--- config.mk ---
export PLATFORM = sky130hd
export DESIGN_NAME = board_mem_arbiter
export DESIGN_NICKNAME = d
export VERILOG_FILES = /design/src/rtl/board_mem_arbiter.sv
export SDC_FILE = /design/constraint.sdc
export NUM_CORES = 1
export LEC_CHECK = 0
export ABC_AREA = 1
export CORE_MARGIN = 1.5
export CORE_UTILIZATION = 40
export DETAILED_ROUTE_END_ITERATION = 6
export PLACE_DENSITY_LB_ADDON = 0.25
export SYNTH_ARGS = -nofsm -noshare
export SYNTH_HDL_FRONTEND = slang
export SYNTH_SLANG_ARGS = --single-unit
export TNS_END_PERCENT = 10
--- constraint.sdc ---
create_clock -name clock -period 2.8 [get_ports clock]
set_clock_uncertainty 0.15 [all_clocks]
set_input_delay 0.42 -clock clock [delete_from_list [all_inputs] [get_ports clock]]
set_output_delay 0.42 -clock clock [all_outputs]
set_load 0.02 [all_outputs]
--- src/rtl/board_mem_arbiter.sv ---
// Arbitrates a CPU load/store port and a read-only display fetch port onto one single-port RAM.
// Define ARB_STARVE_GUARD_EN to let the display win after STARVE_LIMIT consecutive contested CPU grants.
module board_mem_arbiter #(
    parameter int unsigned ADDR_WIDTH   = 12,
    parameter int unsigned DATA_WIDTH   = 32,
    parameter int unsigned STARVE_LIMIT = 4
) (
    input  logic                  clock,
    input  logic                  reset,
    input  logic                  cpu_req,
    input  logic                  cpu_we,
    input  logic [ADDR_WIDTH-1:0] cpu_addr,
    input  logic [DATA_WIDTH-1:0] cpu_wdata,
    output logic                  cpu_ack,
    output logic [DATA_WIDTH-1:0] cpu_rdata,
    input  logic                  disp_req,
    input  logic [ADDR_WIDTH-1:0] disp_addr,
    output logic                  disp_valid,
    output logic [DATA_WIDTH-1:0] disp_rdata,
    output logic                  ram_wEn,
    output logic [ADDR_WIDTH-1:0] ram_addr,
    output logic [DATA_WIDTH-1:0] ram_dataIn,
    input  logic [DATA_WIDTH-1:0] ram_dataOut,
    output logic                  busy
);

    typedef enum logic [1:0] {
        IDLE  = 2'd0,
        ISSUE = 2'd1,
        READ  = 2'd2,
        DONE  = 2'd3
    } state_t;

    state_t state;
    logic   owner_disp;
    logic   owner_we;
    logic   any_req_c;
    logic   grant_disp_c;

    assign any_req_c = cpu_req | disp_req;

`ifdef ARB_STARVE_GUARD_EN
    localparam int unsigned STARVE_W = (STARVE_LIMIT < 1) ? 1 : $clog2(STARVE_LIMIT + 1);

    logic [STARVE_W-1:0] starve_cnt;

    // Display wins when uncontested, or when the CPU has starved it STARVE_LIMIT times in a row.
    assign grant_disp_c = disp_req & (~cpu_req | (starve_cnt == STARVE_W'(STARVE_LIMIT)));

    always_ff @(posedge clock or negedge reset) begin
        if (!reset) begin
            starve_cnt <= '0;
        end else if (state == IDLE && any_req_c) begin
            if (grant_disp_c || !disp_req) begin
                starve_cnt <= '0;
            end else if (starve_cnt != STARVE_W'(STARVE_LIMIT)) begin
                starve_cnt <= starve_cnt + STARVE_W'(1);
            end
        end
    end
`else
    assign grant_disp_c = disp_req & ~cpu_req;
`endif

    // Fixed four-state access sequence; all outputs registered.
    always_ff @(posedge clock or negedge reset) begin
        if (!reset) begin
            state      <= IDLE;
            owner_disp <= 1'b0;
            owner_we   <= 1'b0;
            ram_wEn    <= 1'b0;
            ram_addr   <= '0;
            ram_dataIn <= '0;
            cpu_ack    <= 1'b0;
            cpu_rdata  <= '0;
            disp_valid <= 1'b0;
            disp_rdata <= '0;
            busy       <= 1'b0;
        end else begin
            case (state)
                IDLE: begin
                    if (any_req_c) begin
                        owner_disp <= grant_disp_c;
                        owner_we   <= ~grant_disp_c & cpu_we;
                        ram_wEn    <= ~grant_disp_c & cpu_we;
                        ram_addr   <= grant_disp_c ? disp_addr : cpu_addr;
                        ram_dataIn <= grant_disp_c ? '0 : cpu_wdata;
                        busy       <= 1'b1;
                        state      <= ISSUE;
                    end
                end
                ISSUE: begin
                    ram_wEn <= 1'b0;
                    state   <= READ;
                end
                READ: begin
                    // RAM output is valid this cycle; a CPU write leaves cpu_rdata alone.
                    if (owner_disp) begin
                        disp_rdata <= ram_dataOut;
                        disp_valid <= 1'b1;
                    end else begin
                        if (!owner_we) begin
                            cpu_rdata <= ram_dataOut;
                        end
                        cpu_ack <= 1'b1;
                    end
                    state <= DONE;
                end
                DONE: begin
                    cpu_ack    <= 1'b0;
                    disp_valid <= 1'b0;
                    busy       <= 1'b0;
                    state      <= IDLE;
                end
                default: begin
                    state <= IDLE;
                end
            endcase
        end
    end

endmodule

==> qor.yml, run 1 <==
cts:
  clock_path_buffers: 2
  h-tree-depth: 4
  cts_tree: "done"
  cts_sinks: 116
  path_clk_slew_ps: 50
  cts_made_buffers: 17
  postCtsSetupBuffers: 0
  clk_latency_ps: 390
  cts-root-buf: "clkbuf_16"
die:
  core_mm2: 0.01142
  die_w_um: 111.2
  start_util: 0.4098
  rows: 39
  die_y_um: 111.2
  die_area_mm2: 0.01236
  ioPinCount: 205
layout:
  fin_nets: 831
  layout_common_cells: "nand2_1 (211), clkdlybuf4s50_1 (203), dfrtp_1 (116)"
  mostFrequentLayoutCell: "nand2_1"
  num_antenna_cells: 0
  area_delta_synth_final_pct: 60.29
  fillerInstances: 938
  drive_gt1_frac: 0.05638
  post-route-util: 0.6569
setup_path:
  slowest_stage: "inv_2"
  ff2ff_path_depth: 7
  cp-end-kind: "flop"
  reg2reg_from: "state[0]$_DFFE_PN0P_"
  cp-start-kind: "flop"
  cpPeakStageDelay_ps: 580
  path_class: "flop to flop"
  reg2reg_to: "ram_dataIn[31]$_DFFE_PN0P_"
  arrival_ps: 2340
  worst-path-buf-inv: 2
  worstPathRequired_ps: 2980
  crit_fanout: 44
  cpMostUsedCell: "nand2_1"
  cp_top_family: "buffers and inverters"
  reg2reg_slack_ps: 640
  crit_path_cell_trace: "inv_1, ha_1, nand2_1, nand2_2, inv_2, nand2_1, nand2_1"
synthesis:
  synthCells: 528
  netlist_top_cells_area: "dfrtp_1 (62%), nand2_1 (17%), inv_1 (5.5%), o21ai_0 (4.8%), nand3_1 (2.8%)"
  netlist_area_mm2: 0.004679
  ys_seq_elements: 116
  yosys_warnings: 0
  synth_top_area_frac: 0.6203
  syn_nets: 626
  syn_area_per_cell_um2: 8.863
  ys_seq_area_frac: 0.6203
  yosys.area.top_type: "dfrtp_1"
  synth.distinct_cells: 16
global_routing:
  grt_remaining_overflow: 0
  grt_pass1_wl_um: 20420
  grt_pass1_vias: 4144
  grt_use_total: 0.2052
  antenna_found_initial: 0
  grt_max_degree: 117
timing:
  period_share: 0.7702
  min_period_ps: 2156
  rsz0062_at_grt: "false"
  max_freq_mhz: 463.7
  setup_tns_ps: 0
  hold_violations: 0
  relSlewSlack: 0.5277
  setup_viol_count_final: 0
  worst_slack_ps: 643.6
  whs_ps: 317.9
  maxSlewViolCount: 0
  worstMarginPinSlew_ps: 707.5
placement:
  dpl.hpwl_um: 8438
  place_congestion: 0.7980
  dpl_worst_slack_ps: 546.6
  port_buffers: 204
min_path:
  hold_depth: 2
  min_path_type: "flop to flop"
  min-delay-start: "ram_dataIn[28]$_DFFE_PN0P_"
  min_to: "ram_dataIn[28]$_DFFE_PN0P_"
power:
  p_leak_nw: 3.751
  vdd_drop_max_mv: 0.6924
  total_power_mw: 9.662
  powerDensity_mw_per_mm2: 1288
routing:
  wire_per_inst_um: 13.80
  drtAntennaViolNets: 0
  drt_pass1_iterations: 4
  vias: 4131
  wirelength_um: 12250
  dr.first_iter.drc_count: 251
  drc_errors: 0
  vias_per_cell: 4.652
flow_run:
  drv_cap: 0
outcome:
  status: "finished, final reports clean"
-- stage by stage --
stage,cell area (um2),cells
5_1_grt,7501,888
2_1_floorplan,4679,528
3_5_place_dp,6809,856
6_report,7501,888
4_1_cts,7501,888
3_3_place_gp,6809,856
-- worst max-delay path by stage --
stage | start | end | depth (start not counted)
floorplan | state[0]$_DFFE_PN0P_ | ram_addr[10]$_DFFE_PN0P_ | 8
global placement | cpu_req | ram_addr[0]$_DFFE_PN0P_ | 6
detailed placement | cpu_req | ram_dataIn[31]$_DFFE_PN0P_ | 6
CTS | state[0]$_DFFE_PN0P_ | ram_dataIn[31]$_DFFE_PN0P_ | 7
global route | state[0]$_DFFE_PN0P_ | ram_addr[10]$_DFFE_PN0P_ | 7
finish | state[0]$_DFFE_PN0P_ | ram_dataIn[31]$_DFFE_PN0P_ | 7
-- final cells by class --
type	instances	area (um2)	share of cell area
Clock buffer	22	484.2	0.06455
Multi-Input combinational cell	318	1375	0.1833
Inverter	70	262.8	0.03503
Clock inverter	9	197.7	0.02636
Sequential cell	116	2903	0.3870
Tap cell	143	178.9	0.02385
Timing Repair Buffer	210	2100	0.2799
-- cell families (layout without fill, tap and decap cells) --
family / Yosys count / in the layout / synth area share
AND/OR/NAND/NOR: 243 / 243 / 0.2051
flip-flops: 116 / 116 / 0.6203
buffers and inverters: 94 / 311 / 0.08636
adder cells (fa/ha/maj): 5 / 5 / 0.01337
AO/OA/AOI/OAI: 70 / 70 / 0.07487
-- worst reg2reg max path, stage by stage (launching register included) --
cell	delay (ps)
dfrtp_1	390
inv_1	100
ha_1	270
nand2_1	140
nand2_2	190
inv_2	590
nand2_1	150
nand2_1	100
-- registers in the layout, indices dropped and copies added (netlist names) --
register / flops
state: 2
cpu_ack: 1
busy: 1
owner_disp: 1
cpu_rdata: 32
disp_rdata: 32
ram_dataIn: 32
ram_addr: 12
owner_we: 1
disp_valid: 1
ram_wEn: 1
-- power by group --
part           total, mW  switching, mW  internal, mW
Sequential          2.96          0.450          2.51
Clock               2.47          0.711          1.76
Combinational       4.24           2.35          1.89
Total               9.66           3.51          6.15
-- cells in the mapped netlist (all sizes together) --
library cell,n
buf,19
nand2,214
o21ai,70
dfrtp,116
clkbuf,5
nand3b,1
nand3,27
inv,70
nor2,1
ha,5
-- routing by layer --
metal | up-vias | track usage | wire length [um] | share of wire
li1 | 2027 | - | - | -
met1 | 1919 | 0.2670 | 5482 | 0.45
met2 | 172 | 0.3162 | 5526 | 0.45
met3 | 13 | 0.08475 | 1138 | 0.093
met4 | 0 | 0.05907 | 106 | 0.0087
met5 | - | 0 | 0 | 0
-- what timing repair did --
| action | in CTS | in global routing |
|---|---|---|
| hold buffers | 1 | 0 |
| resized for setup | 0 | 0 |
| endpoints found under the hold margin | 69 | 0 |
Note: power is estimated with default switching activity, not from simulation.
==> run 2, diff against run 1 <==
--- a/config.mk
+++ b/config.mk
@@ -7,7 +7,7 @@
 export LEC_CHECK = 0
 export ABC_AREA = 1
 export CORE_MARGIN = 1.5
-export CORE_UTILIZATION = 40
+export CORE_UTILIZATION = 38
 export DETAILED_ROUTE_END_ITERATION = 6
 export PLACE_DENSITY_LB_ADDON = 0.25
 export SYNTH_ARGS = -nofsm -noshare
==> constraint.sdc (replaced) <==
create_clock -name clock -period 1.75 [get_ports clock]
set_clock_uncertainty 0.15 [all_clocks]
set_input_delay 0.2625 -clock clock [delete_from_list [all_inputs] [get_ports clock]]
set_output_delay 0.2625 -clock clock [all_outputs]
set_load 0.02 [all_outputs]
==> run 2 against run 1 <==
  * Setup slack worse by 470 ps
  * Sequential share of layout area rose by 0.19 points
  * Non-clock buffer count up 8
  * Via count is 1.3% higher
  * Worst hold slack worse by 63 ps
  * Register-to-register slack worse by 470 ps
  * Critical path type unchanged
  * Flip-flop and latch count unchanged
  * Design area decreased by 0.48%
==> qor.yml, run 2 (synthesized netlist as in run 1, its figures left out) <==
placement:
  port_buffers: 204  # unchanged
  place_area_mm2: 0.006924  # +1.7%
  dpl.hpwl_um: 8524  # +1.0%
  dpl.cell_count: 868  # +1.4%
  place_congestion: 0.7943  # -0.46%
cts:
  path_clk_slew_ps: 50  # about the same
  clock_path_buffers: 2  # unchanged
  cts-root-buf: "clkbuf_16"
  h-tree-depth: 4  # unchanged
  cts_tree: "done"
  cts_sinks: 116  # unchanged
  clk_latency_ps: 400  # about the same
  cts_made_buffers: 17  # unchanged
setup_path:
  cp-start-kind: "flop"
  arrival_ps: 1760  # -580 ps
  crit_fanout: 14  # -68%
  path_class: "flop to flop"
  worstPathRequired_ps: 1930  # -1050 ps
  cp-end-kind: "flop"
global_routing:
  grt_pass1_vias: 4225  # +2.0%
  grt_remaining_overflow: 0  # unchanged
  antenna_found_initial: 0  # unchanged
  grt_use_total: 0.2011  # -0.004067
  grt-busiest-layer: "met2"
  grt_max_degree: 67  # -43%
  use_met1: 0.2425  # -0.02450
  use_met3: 0.08714  # +0.002396
  grt_pass1_wl_um: 20530  # +0.54%
  grt_use_met2: 0.3177  # +0.001515
layout:
  top_regs: "cpu_rdata (32), disp_rdata (32), ram_dataIn (32)"
  fin_nets: 839  # +0.96%
  instances_no_fill: 899  # +1.2%
  post-route-util: 0.6215  # -0.03546
  num_antenna_cells: 0  # unchanged
  drive_gt1_frac: 0.06649  # +0.01011
  postLayoutCellArea_mm2: 0.007465  # -0.48%
  area_delta_synth_final_pct: 59.52
  layout_common_cells: "nand2_1 (211), dfrtp_1 (116), dlygate4sd2_1 (112)"
  mostFrequentLayoutCell: "nand2_1"
timing:
  rsz0062_at_grt: "false"
  setup_viol_count_final: 0  # unchanged
  hold_violations: 0  # unchanged
  worstMarginPinSlew_ps: 389.1  # -318.4 ps
  period_share: 0.9023  # +0.1321
  min_period_ps: 1579  # -577.4 ps
  relSlewSlack: 0.7400  # +0.2123
  max_freq_mhz: 633.3  # +37%
  maxSlewViolCount: 0  # unchanged
routing:
  drtAntennaViolNets: 0  # unchanged
  wirelength_um: 12410  # +1.3%
  vias: 4186  # +1.3%
  dr.first_iter.drc_count: 270  # +7.6%
  vias_per_cell: 4.656  # about the same
  drc_errors: 0  # unchanged
  drt_pass1_iterations: 6  # +2
  wire_per_inst_um: 13.81  # about the same
power:
  vdd_drop_max_mv: 0.8603  # +24%
  powerDensity_mw_per_mm2: 1954  # +52%
  p_int_mw: 8.988  # +46%
  power_switching_share: 0.3837  # +0.02044
  p_leak_nw: 4.088  # +9.0%
  comb_power_share: 0.416  # -0.023
  clkPwrFrac: 0.263  # +0.008
  p_sw_mw: 5.597  # +59%
  seqPwrFrac: 0.320  # +0.014
die:
  core_mm2: 0.01201  # +5.2%
  die_area_mm2: 0.01299  # +5.1%
  die_y_um: 114.0  # +2.5%
  die_w_um: 114.0  # +2.5%
  ioPinCount: 205  # unchanged
  start_util: 0.3896  # -0.02023
  rows: 40  # +2.6%
flow_run:
  drv_cap: 0  # unchanged
outcome:
  status: "finished, final reports clean"
min_path:
  min_path_type: "input port to flop"
run 2: cell count changes in the layout (fill, tap and decap cells not counted):
cell	before	now
clkinv_4	0	1
bufinv_16	6	5
inv_6	0	1
clkinv_2	2	1
inv_2	2	1
dlygate4sd2_1	0	112
buf_4	5	9
clkbuf_8	4	5
clkbuf_1	1	0
buf_12	1	5
clkdlybuf4s50_1	203	91
run 2: power by group through the flow:
stage                     Sequential [mW]  Clock (mW)  Combinational [mW]
after detailed placement             4.73           0                7.01
after global routing                 4.83        4.08                6.69
after floorplan                      6.22           0                2.02
after CTS                            4.67        3.93                6.16
final                                4.67        3.84                6.07
after global placement               4.69           0                6.85
run 2: per-stage QoR:
stage / TNS, ps / power [mW] / setup slack (ps) / hold slack [ps]
3_3_place_gp: -1233 / 11.54 / -51.67 / 134.8
2_1_floorplan: 0 / 8.248 / 239.1 / -183.1
4_1_cts: 0 / 14.77 / 95.37 / 235.4
3_5_place_dp: -3912 / 11.75 / -120.5 / 139.1
6_report: 0 / 14.58 / 171.0 / 255.0
5_1_grt: 0 / 15.60 / 55.09 / 263.6
run 2: critical path: stages, from the launching register on:
cell     delay, ps
dfrtp_1        370
inv_1          100
ha_1           220
nand2_1        110
nand2_2        130
buf_4          210
nand3_1        130
nand2_1         90
run 2: layout make-up:
| class | count | area, um2 |
|---|---|---|
| Fill cell | 1027 | 4547 |
| Multi-Input combinational cell | 318 | 1375 |
| Clock inverter | 8 | 171.4 |
| Inverter | 70 | 267.8 |
| Sequential cell | 116 | 2903 |
| Clock buffer | 22 | 494.2 |
| Timing Repair Buffer | 218 | 2069 |
| Tap cell | 147 | 183.9 |
run 2: metal layers:
metal,share of wire,vias to the layer above
met5,0,-
met4,0.020,0
met3,0.12,23
met2,0.46,189
met1,0.41,1928
li1,-,2046
run 2: what timing repair did:
item,CTS,global route
endpoints found under the setup margin,156,2
setup buffers,0,0
gates resized for setup,113,1
hold buffers,1,0
endpoints found under the hold margin,116,0
run 2: final timing paths:
check	cells past startpoint	startpoint	slack (ps)	end
max	7	state[0]$_DFFE_PN0P_	170	ram_addr[1]$_DFFE_PN0P_
min	3	cpu_wdata[22]	250	ram_dataIn[22]$_DFFE_PN0P_
max reg2reg	7	state[0]$_DFFE_PN0P_	170	ram_addr[1]$_DFFE_PN0P_
min reg2reg	2	ram_dataIn[15]$_DFFE_PN0P_	310	ram_dataIn[15]$_DFFE_PN0P_
max in group asynchronous	3	reset	860	ram_dataIn[31]$_DFFE_PN0P_
min in group asynchronous	3	reset	280	disp_rdata[5]$_DFFE_PN0P_
==> run 3, diff against run 2 <==
--- a/config.mk
+++ b/config.mk
@@ -8,6 +8,7 @@
 export ABC_AREA = 1
 export CORE_MARGIN = 1.5
 export CORE_UTILIZATION = 38
+export CTS_CLUSTER_DIAMETER = 40
 export DETAILED_ROUTE_END_ITERATION = 6
 export PLACE_DENSITY_LB_ADDON = 0.25
 export SYNTH_ARGS = -nofsm -noshare
==> results of run 3 <==
No change in the layout: final DEF, timing and power equal those of run 2.
